==> src/rtl/daw_step_sequencer.sv <==
// daw_step_sequencer
//   Pattern and transport engine for the DAW screen, clocked by vga_clk.
//   Debounces KEY[3:1], keeps a 4-track x 16-step on/off grid edited with KEY/SW,
//   and runs a BPM-driven playhead that emits per-step note_on strobes.
//
// Ports
//   vga_clk      in   clock for the whole block
//   rst_n        in   synchronous active-low reset
//   btn_n[2:0]   in   raw KEY3..KEY1, active-low, asynchronous, bouncy
//   sw[9:0]      in   [1:0] track select, [9] tempo mode (1 = KEY1/KEY2 change bpm)
//   grid[63:0]   out  pattern, bit t*16+s = track t, step s
//   cursor_track out  registered sw[1:0]
//   cursor_step  out  edit column
//   playhead     out  current playback column
//   playing      out  1 while in PLAY (this is the FSM state bit)
//   step_pulse   out  1-cycle strobe when the playhead lands on a column
//   note_on[3:0] out  grid column at the new playhead, valid with step_pulse
//   bpm[7:0]     out  current tempo, BPM_MIN..BPM_MAX
//
// Strobe semantics: step_pulse is a single-cycle qualifier; note_on is only
// meaningful in a cycle where step_pulse is 1 and is zero otherwise. There is
// no back-pressure.
module daw_step_sequencer #(
  parameter int CLK_HZ       = 25_000_000,
  parameter int DEBOUNCE_CYC = 250_000,
  parameter int BPM_RESET    = 120,
  parameter int BPM_MIN      = 60,
  parameter int BPM_MAX      = 240,
  parameter int BPM_STEP     = 4
) (
  input  logic        vga_clk,
  input  logic        rst_n,
  input  logic [2:0]  btn_n,
  input  logic [9:0]  sw,
  output logic [63:0] grid,
  output logic [1:0]  cursor_track,
  output logic [3:0]  cursor_step,
  output logic [3:0]  playhead,
  output logic        playing,
  output logic        step_pulse,
  output logic [3:0]  note_on,
  output logic [7:0]  bpm
);

  // One 16th note at bpm beats/min is CLK_HZ*60/(4*bpm) cycles; accumulating
  // bpm per cycle against CLK_HZ*15 gives that period without a divider.
  localparam int TH    = CLK_HZ * 15;
  localparam int ACC_W = $clog2(TH + BPM_MAX);
  localparam int CNT_W = $clog2(DEBOUNCE_CYC + 1);

  typedef enum logic {ST_STOP = 1'b0, ST_PLAY = 1'b1} state_e;

  // Button path (all active-low levels)
  logic [2:0]       sync1_q, sync2_q, lvl_q, press_q;
  logic [2:0]       sync1_d, sync2_d, lvl_d, press_d;
  logic [CNT_W-1:0] cnt_q [3];
  logic [CNT_W-1:0] cnt_d [3];

  // Pattern / transport
  state_e           state_q, state_d;
  logic [63:0]      grid_q, grid_d;
  logic [1:0]       track_q, track_d;
  logic [3:0]       cstep_q, cstep_d;
  logic [3:0]       phead_q, phead_d;
  logic             pulse_q, pulse_d;
  logic [3:0]       note_q, note_d;
  logic [7:0]       bpm_q, bpm_d, bpm_t;
  logic [ACC_W-1:0] acc_q, acc_d, acc_sum;

  logic key1, key2, key3;
  logic unused_sw;

  assign unused_sw = ^sw[8:2];
  assign key1 = press_q[0];
  assign key2 = press_q[1];
  assign key3 = press_q[2];

  function automatic logic [3:0] column(input logic [63:0] g, input logic [3:0] s);
    column = {g[{2'd3, s}], g[{2'd2, s}], g[{2'd1, s}], g[{2'd0, s}]};
  endfunction

  // Debounce: the counter only runs while the synced level differs from the
  // accepted level, so any bounce back to the accepted level reloads it.
  always_comb begin
    sync1_d = btn_n;
    sync2_d = sync1_q;
    lvl_d   = lvl_q;
    press_d = 3'b000;
    cnt_d   = cnt_q;
    for (int i = 0; i < 3; i++) begin
      if (sync2_q[i] == lvl_q[i]) begin
        cnt_d[i] = '0;
      end else if (cnt_q[i] == CNT_W'(DEBOUNCE_CYC - 1)) begin
        cnt_d[i]   = '0;
        lvl_d[i]   = sync2_q[i];
        press_d[i] = ~sync2_q[i];
      end else begin
        cnt_d[i] = cnt_q[i] + 1'b1;
      end
    end
  end

  // Edits, tempo and transport FSM
  always_comb begin
    state_d = state_q;
    grid_d  = grid_q;
    track_d = sw[1:0];
    cstep_d = cstep_q;
    phead_d = phead_q;
    pulse_d = 1'b0;
    note_d  = 4'd0;
    bpm_t   = bpm_q;
    bpm_d   = bpm_q;
    acc_d   = acc_q;
    acc_sum = acc_q + ACC_W'(bpm_q);

    if (!sw[9]) begin
      if (key1) cstep_d = cstep_q + 4'd1;
      if (key2) grid_d[{track_q, cstep_q}] = ~grid_q[{track_q, cstep_q}];
    end else begin
      // Both keys in one cycle: decrement then increment, each saturating.
      if (key1) begin
        if (bpm_q <= 8'(BPM_MIN + BPM_STEP)) bpm_t = 8'(BPM_MIN);
        else                                 bpm_t = bpm_q - 8'(BPM_STEP);
      end
      bpm_d = bpm_t;
      if (key2) begin
        if (bpm_t >= 8'(BPM_MAX - BPM_STEP)) bpm_d = 8'(BPM_MAX);
        else                                 bpm_d = bpm_t + 8'(BPM_STEP);
      end
    end

    // note_on always reads grid_q, so a toggle in the same cycle as a step
    // is heard on the next pass.
    case (state_q)
      ST_STOP: begin
        if (key3) begin
          state_d = ST_PLAY;
          phead_d = 4'd0;
          acc_d   = '0;
          pulse_d = 1'b1;
          note_d  = column(grid_q, 4'd0);
        end
      end
      ST_PLAY: begin
        if (key3) begin
          // Stop wins over a step landing in the same cycle.
          state_d = ST_STOP;
          acc_d   = '0;
        end else if (acc_sum >= ACC_W'(TH)) begin
          acc_d   = acc_sum - ACC_W'(TH);
          phead_d = phead_q + 4'd1;
          pulse_d = 1'b1;
          note_d  = column(grid_q, phead_q + 4'd1);
        end else begin
          acc_d = acc_sum;
        end
      end
      default: state_d = ST_STOP;
    endcase
  end

  always_ff @(posedge vga_clk) begin
    if (!rst_n) begin
      sync1_q <= 3'b111;
      sync2_q <= 3'b111;
      lvl_q   <= 3'b111;
      press_q <= 3'b000;
      for (int i = 0; i < 3; i++) cnt_q[i] <= '0;
      state_q <= ST_STOP;
      grid_q  <= 64'd0;
      track_q <= 2'd0;
      cstep_q <= 4'd0;
      phead_q <= 4'd0;
      pulse_q <= 1'b0;
      note_q  <= 4'd0;
      bpm_q   <= 8'(BPM_RESET);
      acc_q   <= '0;
    end else begin
      sync1_q <= sync1_d;
      sync2_q <= sync2_d;
      lvl_q   <= lvl_d;
      press_q <= press_d;
      for (int i = 0; i < 3; i++) cnt_q[i] <= cnt_d[i];
      state_q <= state_d;
      grid_q  <= grid_d;
      track_q <= track_d;
      cstep_q <= cstep_d;
      phead_q <= phead_d;
      pulse_q <= pulse_d;
      note_q  <= note_d;
      bpm_q   <= bpm_d;
      acc_q   <= acc_d;
    end
  end

  assign grid         = grid_q;
  assign cursor_track = track_q;
  assign cursor_step  = cstep_q;
  assign playhead     = phead_q;
  assign playing      = (state_q == ST_PLAY);
  assign step_pulse   = pulse_q;
  assign note_on      = note_q;
  assign bpm          = bpm_q;

endmodule

==> config.mk <==
export PLATFORM = sky130hd
export DESIGN_NAME = daw_step_sequencer
export DESIGN_NICKNAME = d
export VERILOG_FILES = /design/src/rtl/daw_step_sequencer.sv
export SDC_FILE = /design/constraint.sdc
export NUM_CORES = 1
export LEC_CHECK = 0
export CORE_MARGIN = 3
export CORE_UTILIZATION = 50
export CTS_CLUSTER_DIAMETER = 50
export DETAILED_ROUTE_END_ITERATION = 8
export MAX_ROUTING_LAYER = met4
export PLACE_DENSITY = 0.8
export SETUP_SLACK_MARGIN = 0.5
export SLEW_MARGIN = 25
export SYNTH_ARGS = -nofsm -noshare
export SYNTH_HDL_FRONTEND = slang
export SYNTH_SLANG_ARGS = --single-unit
==> constraint.sdc <==
create_clock -name vga_clk -period 4.2 [get_ports vga_clk]
set_input_delay 0.63 -clock vga_clk [delete_from_list [all_inputs] [get_ports vga_clk]]
set_output_delay 0.63 -clock vga_clk [all_outputs]
set_load 0.05 [all_outputs]
==> results.md, run 1 <==
* Die Area at about 23,000 um^2
* DPL Wire Length at 20.7 mm
* Worst Hold Slack at 421 ps
* Net Count, Synth at roughly 1.3k
* CTS Buf Count at 17
* Area delta synth->final at 25.5%
* Final wirelength at 31.4 mm
* Port bufs at 95
* Clock Tree Buf Depth at 2
* Vias in the first global route at roughly 10k
* Setup violators final at 0
* Syn Inst Count at around 1.3k
* Worst-margin pin slew at 1030 ps
* Post-synthesis sequential element count at about 180
* Most numerous cell in the Yosys netlist: dfxtp_1
* Tmin final at ~4000 ps
* WS Path Type: flop to flop
* Pleak at about 0.0043 uW
* Final Net Count at 1,433
* CP Max Fanout at 7
* Unique masters post-synth at 83
* Fmax at around 0.25 GHz
* Max transition margin at 0.313
* Routed len/inst at 18.7 um
* Drt via density at around 6.2
* Clock sinks at 183
* Clock Latency Late Sink at about 440 ps
* Post-synth EDFFs at 0
* Overflow after GRT at 0
* 1st-pass router iterations at 6
* Largest net degree at the start of global routing at between 40 and 50
* Min-delay worst type: flop to flop
* Num ports at between 100 and 150
* H-tree depth at 4
* Hold Fails Final Rpt at 0
* Core region area at around 20,000 um^2
* Top_reg_cell synth: dfxtp_1
* Setup TNS at 0 ps
* Die height at 151 um
* Num rows at 52
* Post-route DRC at 0
* Slew Viols, Final at 0
* CP required at between 4000 and 5000 ps
* Pwr per Cell Area at between 200 and 300 nW/um^2
* Status: complete, no violations
* Gr usage total at 0.279
* Maximum VDD drop at approximately 280 uV
* CP endpoint kind: flop
* Final ANT Viol Nets at 0
* Initial DRC count at ~1,000
* RSZ-0062 raised after global routing: true
* Initial antenna violation count at 0
* First-pass GRT wire length at between 50 and 60 mm
* CTS tree: yes
* Tcrit/Tclk final at 0.945
* Synth warn at 0
* Seq/Total Area, Yosys at 0.347
* Post-layout util at 0.647
* Fraction of layout cells with a size suffix above 1 at 0.155
* Syn avg cell area at a little over 8 um^2
* Arr. time, crit path at 4300 ps
* Root Buffer: clkbuf_16
* Initial Utilization at 0.516
* Mapped Area at about 11,000 um^2
* Synth area leaders: dfxtp_1, nor2_1, mux4_2
* Via count at just over 10k
* Routability congestion estimate at about 0.96
* Most common library cells after synthesis: dfxtp_1, nor2_1, nand2_1, nor3_1, a21oi_1
* Max-cap viol count at 0
* Post-synth ARST share at 0
* Die width at roughly 150 um
* Max Clock Skew at about 15 ps
* Area leader, netlist: dfxtp_1
* Clock transition at path regs at roughly 80 ps
* Share of the synthesized area in the top cell type at 0.347
* Startpoint Class: flop
* # diodes at 0
[critical path, stage by stage (launching register included)]
cell,delay [ps]
dfxtp_4,370
ha_4,140
inv_2,40
fa_2,330
nand2b_4,170
a211oi_4,350
o211ai_4,180
buf_12,180
nor2_4,120
nand4_1,160
xnor2_2,200
buf_4,150
a21o_1,210
a21oi_4,200
a21oi_4,90
buf_4,170
buf_12,140
a211oi_1,330
o31ai_1,120
a21bo_2,220
[final timing paths]
path	from	to	slack [ps]	cells after the start
worst max-delay path	bpm[0]$_SDFFE_PN0P_	acc_q[12]$_SDFFE_PN0P_	230	19
worst min-delay path	sync1_q[2]$_SDFF_PN1_	sync2_q[2]$_SDFF_PN1_	420	1
worst max register to register	bpm[0]$_SDFFE_PN0P_	acc_q[12]$_SDFFE_PN0P_	230	19
worst min register to register	sync1_q[2]$_SDFF_PN1_	sync2_q[2]$_SDFF_PN1_	420	1
[area by class of cell]
type	count	area, um^2
Timing Repair Buffer	170	1620
Fill cell	1638	7220
Multi-Input combinational cell	1001	6890
Clock inverter	15	225
Clock buffer	17	425
Inverter	25	93.8
Tap cell	270	338
Sequential cell	183	3680
[cell families (layout without fill, tap and decap cells)]
| group | Yosys count | in the layout | synth area share |
|---|---|---|---|
| buffers and inverters | 104 | 227 | 0.0388 |
| xor gates and xnor gates | 88 | 88 | 0.0736 |
| adders and majority gates | 20 | 20 | 0.0244 |
| DFF | 183 | 183 | 0.347 |
| and+or+nand+nor | 609 | 609 | 0.286 |
| AOI/OAI and AO/OA | 230 | 230 | 0.146 |
| muxes | 54 | 54 | 0.0850 |
[power breakdown]
part	switching, uW	internal (uW)	total (uW)
Sequential	7.73	1740	1740
Clock	827	931	1760
Combinational	82.6	33.8	116
Total	917	2700	3620
[what timing repair did]
action / 4_1_cts / 5_1_grt
hold buffers: 0 / 0
gates resized for setup: 52 / 41
setup endpoints to repair: 30 / 31
buffers inserted: 17 / 11
cloned: 1 / 0
pin swaps: 20 / 23
[flip-flops by register name, indices dropped and copies added, names as in the netlist, 4 cells and up]
signal,count
bpm,8
grid,64
acc_q,29
note_on,4
cnt_q,54
playhead,4
cursor_step,4
[metal layers]
layer  part of all wire  track usage
met4              0.043        0.124
met1               0.40        0.348
met3              0.085       0.0557
met2               0.47        0.441
met5                  0            -
[per-stage QoR]
step | instance area (um^2) | worst slack (ps) | power (uW) | cells
5_1_grt | 13300 | 44.1 | 3720 | 1681
6_report | 13300 | 231 | 3620 | 1681
3_3_place_gp | 12000 | 153 | 1900 | 1620
4_1_cts | 13000 | 307 | 3630 | 1670
3_5_place_dp | 12000 | 63.2 | 1900 | 1620
2_1_floorplan | 10600 | 365 | 1860 | 1288
[cells in the final DEF, fill, tap and decap left out, types with 23 or more instances in the layout]
cell type          n
nand3_1           42
clkdlybuf4s50_1   95
nor4_1            30
xor2_1            36
nand2_1          107
mux2i_1           23
mux4_2            28
nand4_1           25
nor3_1           101
xnor2_1           42
o21ai_0           26
nor2_1           176
inv_1             23
a21oi_1           78
buf_4             59
dfxtp_1          176
Power figures use the tool's default switching activity.
==> run 2, diff against run 1 <==
Settings changed: GPL_TIMING_DRIVEN set to 0.
==> run 2 against run 1 <==
Total power decreased by 1.7%. Clock power decreased by 4%. Worst hold slack got worse by 3.1 ps. First-iteration DRC count increased by 23%. Sequential cell count unchanged. Via count increased by 4.1%. Clock skew decreased by 1.2 ps. Combinational power increased by 9%. Design area about the same. Final cell count increased by 2.6%. Sequential share of layout area about the same. Largest power group is now registers.
==> results.md, run 2 (same netlist as run 1, synthesis figures left out) <==
* 1st-pass router iterations at 6
* Final wirelength at roughly 34 mm
* RSZ-0062 raised after global routing: true
* Drt via density at 6.28
* Hold endpoint: sync2_q[0]$_SDFF_PN1_
* CTS Buf Count at 17
* Final Net Count at around 1.5k
* Pre-CTS setup slack at -96.5 ps
* First-pass GRT wire length at 52.8 mm
* CP Max Fanout at 6
* Worst-margin pin slew at between 1000 and 1500 ps
* Root Buffer: clkbuf_16
* R2r endpoint: acc_q[20]$_SDFFE_PN0P_
* DPL Wire Length at between 20 and 25 mm
* Final ANT Viol Nets at 0
* Initial Utilization at 0.516
* Initial antenna violation count at 0
* Min-delay worst type: flop to flop
* Clock Tree Buf Depth at 2
* Max-cap viol count at 0
* Core region area at around 20,000 um^2
* Arr. time, crit path at around 4300 ps
* Post-route DRC at 0
* CTS tree: yes
* Tmin final at around 4000 ps
* Largest net degree at the start of global routing at 21
* Clock transition at path regs at around 80 ps
* Via count at ~11k
* Most frequent cells in the layout: nor2_1, dfxtp_1, nand2_1, nor3_1, clkdlybuf4s50_1
* Status: complete, no violations
* Pwr per Cell Area at 268 nW/um^2
* # diodes at 0
* Clock Latency Late Sink at approximately 440 ps
* Max Clock Skew at around 14 ps
* Num ports at around 100
* Hold_buf cts at 0
* Gr usage total at 0.299
* Setup TNS at 0 ps
* Crit path launch: acc_q[0]$_SDFFE_PN0P_
* Worst Hold Launch: sync1_q[0]$_SDFF_PN1_
* Maximum VDD drop at around 240 uV
* H-tree depth at 4
* Overflow after GRT at 0
* Initial DRC count at roughly 1.2k
* Die Area at roughly 23,000 um^2
* Area of the multi-input gates at between 6000 and 7000 um^2
* Area delta synth->final at 25.6%
* Routed len/inst at a little under 20 um
* Vias in the first global route at 10.1k
* Max transition margin at 0.326
* Fraction of layout cells with a size suffix above 1 at 0.144
* Hold path cells at 1
* Commonest non-fill, non-tap cell in the layout: nor2_1
* Fmax at 0.254 GHz
* Depth of the most critical reg-to-reg path at 17
* Num rows at 52
* Hold Fails Final Rpt at 0
* Routability congestion estimate at about 1.0
* Pleak at roughly 0.0043 uW
* RR Startpoint: acc_q[0]$_SDFFE_PN0P_
* Setup violators final at 0
* Startpoint Class: flop
* CP endpoint kind: flop
* FF-to-FF setup slack at 270 ps
* CP required at 4530 ps
* Slew Viols, Final at 0
* Port bufs at 95
* WS Path Type: flop to flop
* Fill cells at between 1.5k and 2k
* Die height at 151 um
* Clock sinks at about 180
* Tcrit/Tclk final at 0.936
* Post-route setup slack at 271 ps
* Max reg flops at 64
* Die width at 151 um
* Register area at about 3700 um^2
run 2: power breakdown:
group / total [uW] / switching (uW) / internal (uW)
sequential: 1740 / 6.90 / 1740
combinational: 127 / 93.0 / 34.4
clock: 1690 / 821 / 865
total: 3560 / 921 / 2640
run 2: layout make-up:
class,count,share of cell area
multi-input cells,1001,0.518
well taps,270,0.0254
inverters,25,0.00707
flip-flops and latches,183,0.278
clock inverters,15,0.0154
repair buffers,134,0.0969
plain buffers,79,0.0270
clock buffers,17,0.0320
run 2: routing by layer:
metal	vias up	routed length, um	GRT usage
li1	4933	-	-
met1	5047	13600	0.394
met2	690	15200	0.452
met3	151	3460	0.0548
met4	0	1620	0.126
met5	-	0	-
run 2: repair_timing:
item | 4_1_cts | 5_1_grt
cloned | 2 | 0
endpoints found under the hold margin | 0 | 0
setup buffers | 24 | 13
gates resized for setup | 52 | 66
pin swaps | 20 | 24
setup endpoints to repair | 91 | 90
run 2: through the flow:
step                hold WS [ps]  cell area (um^2)   util  instances  power, uW
global route                 447             13300  0.648       1724       3650
global placement             395             11900  0.581       1653       1900
detailed placement           401             11900  0.581       1653       1900
CTS                          420             13000  0.634       1711       3560
floorplan                    386             10600      -       1288       1860
finish                       418             13300  0.648       1724       3560
run 2: worst max-delay path, cell delays in order (launching register included):
cell	delay (ps)
dfxtp_2	360
ha_4	140
inv_2	30
fa_2	330
nand2b_4	160
a211oi_4	200
buf_6	170
nor2b_4	50
xnor2_2	220
a41oi_2	170
o41a_1	400
or3_1	350
a21o_1	230
a21oi_4	240
buf_8	190
nand4_4	100
a31o_1	230
mux2_4	250
run 2: worst max-delay path by stage:
stage / endpoint / cells past startpoint / slack (ps)
2_1_floorplan: acc_q[20]$_SDFFE_PN0P_ / 16 / 370
3_3_place_gp: acc_q[20]$_SDFFE_PN0P_ / 17 / -70
3_5_place_dp: acc_q[20]$_SDFFE_PN0P_ / 17 / -100
4_1_cts: acc_q[20]$_SDFFE_PN0P_ / 17 / 410
5_1_grt: acc_q[20]$_SDFFE_PN0P_ / 17 / 180
6_report: acc_q[20]$_SDFFE_PN0P_ / 17 / 270
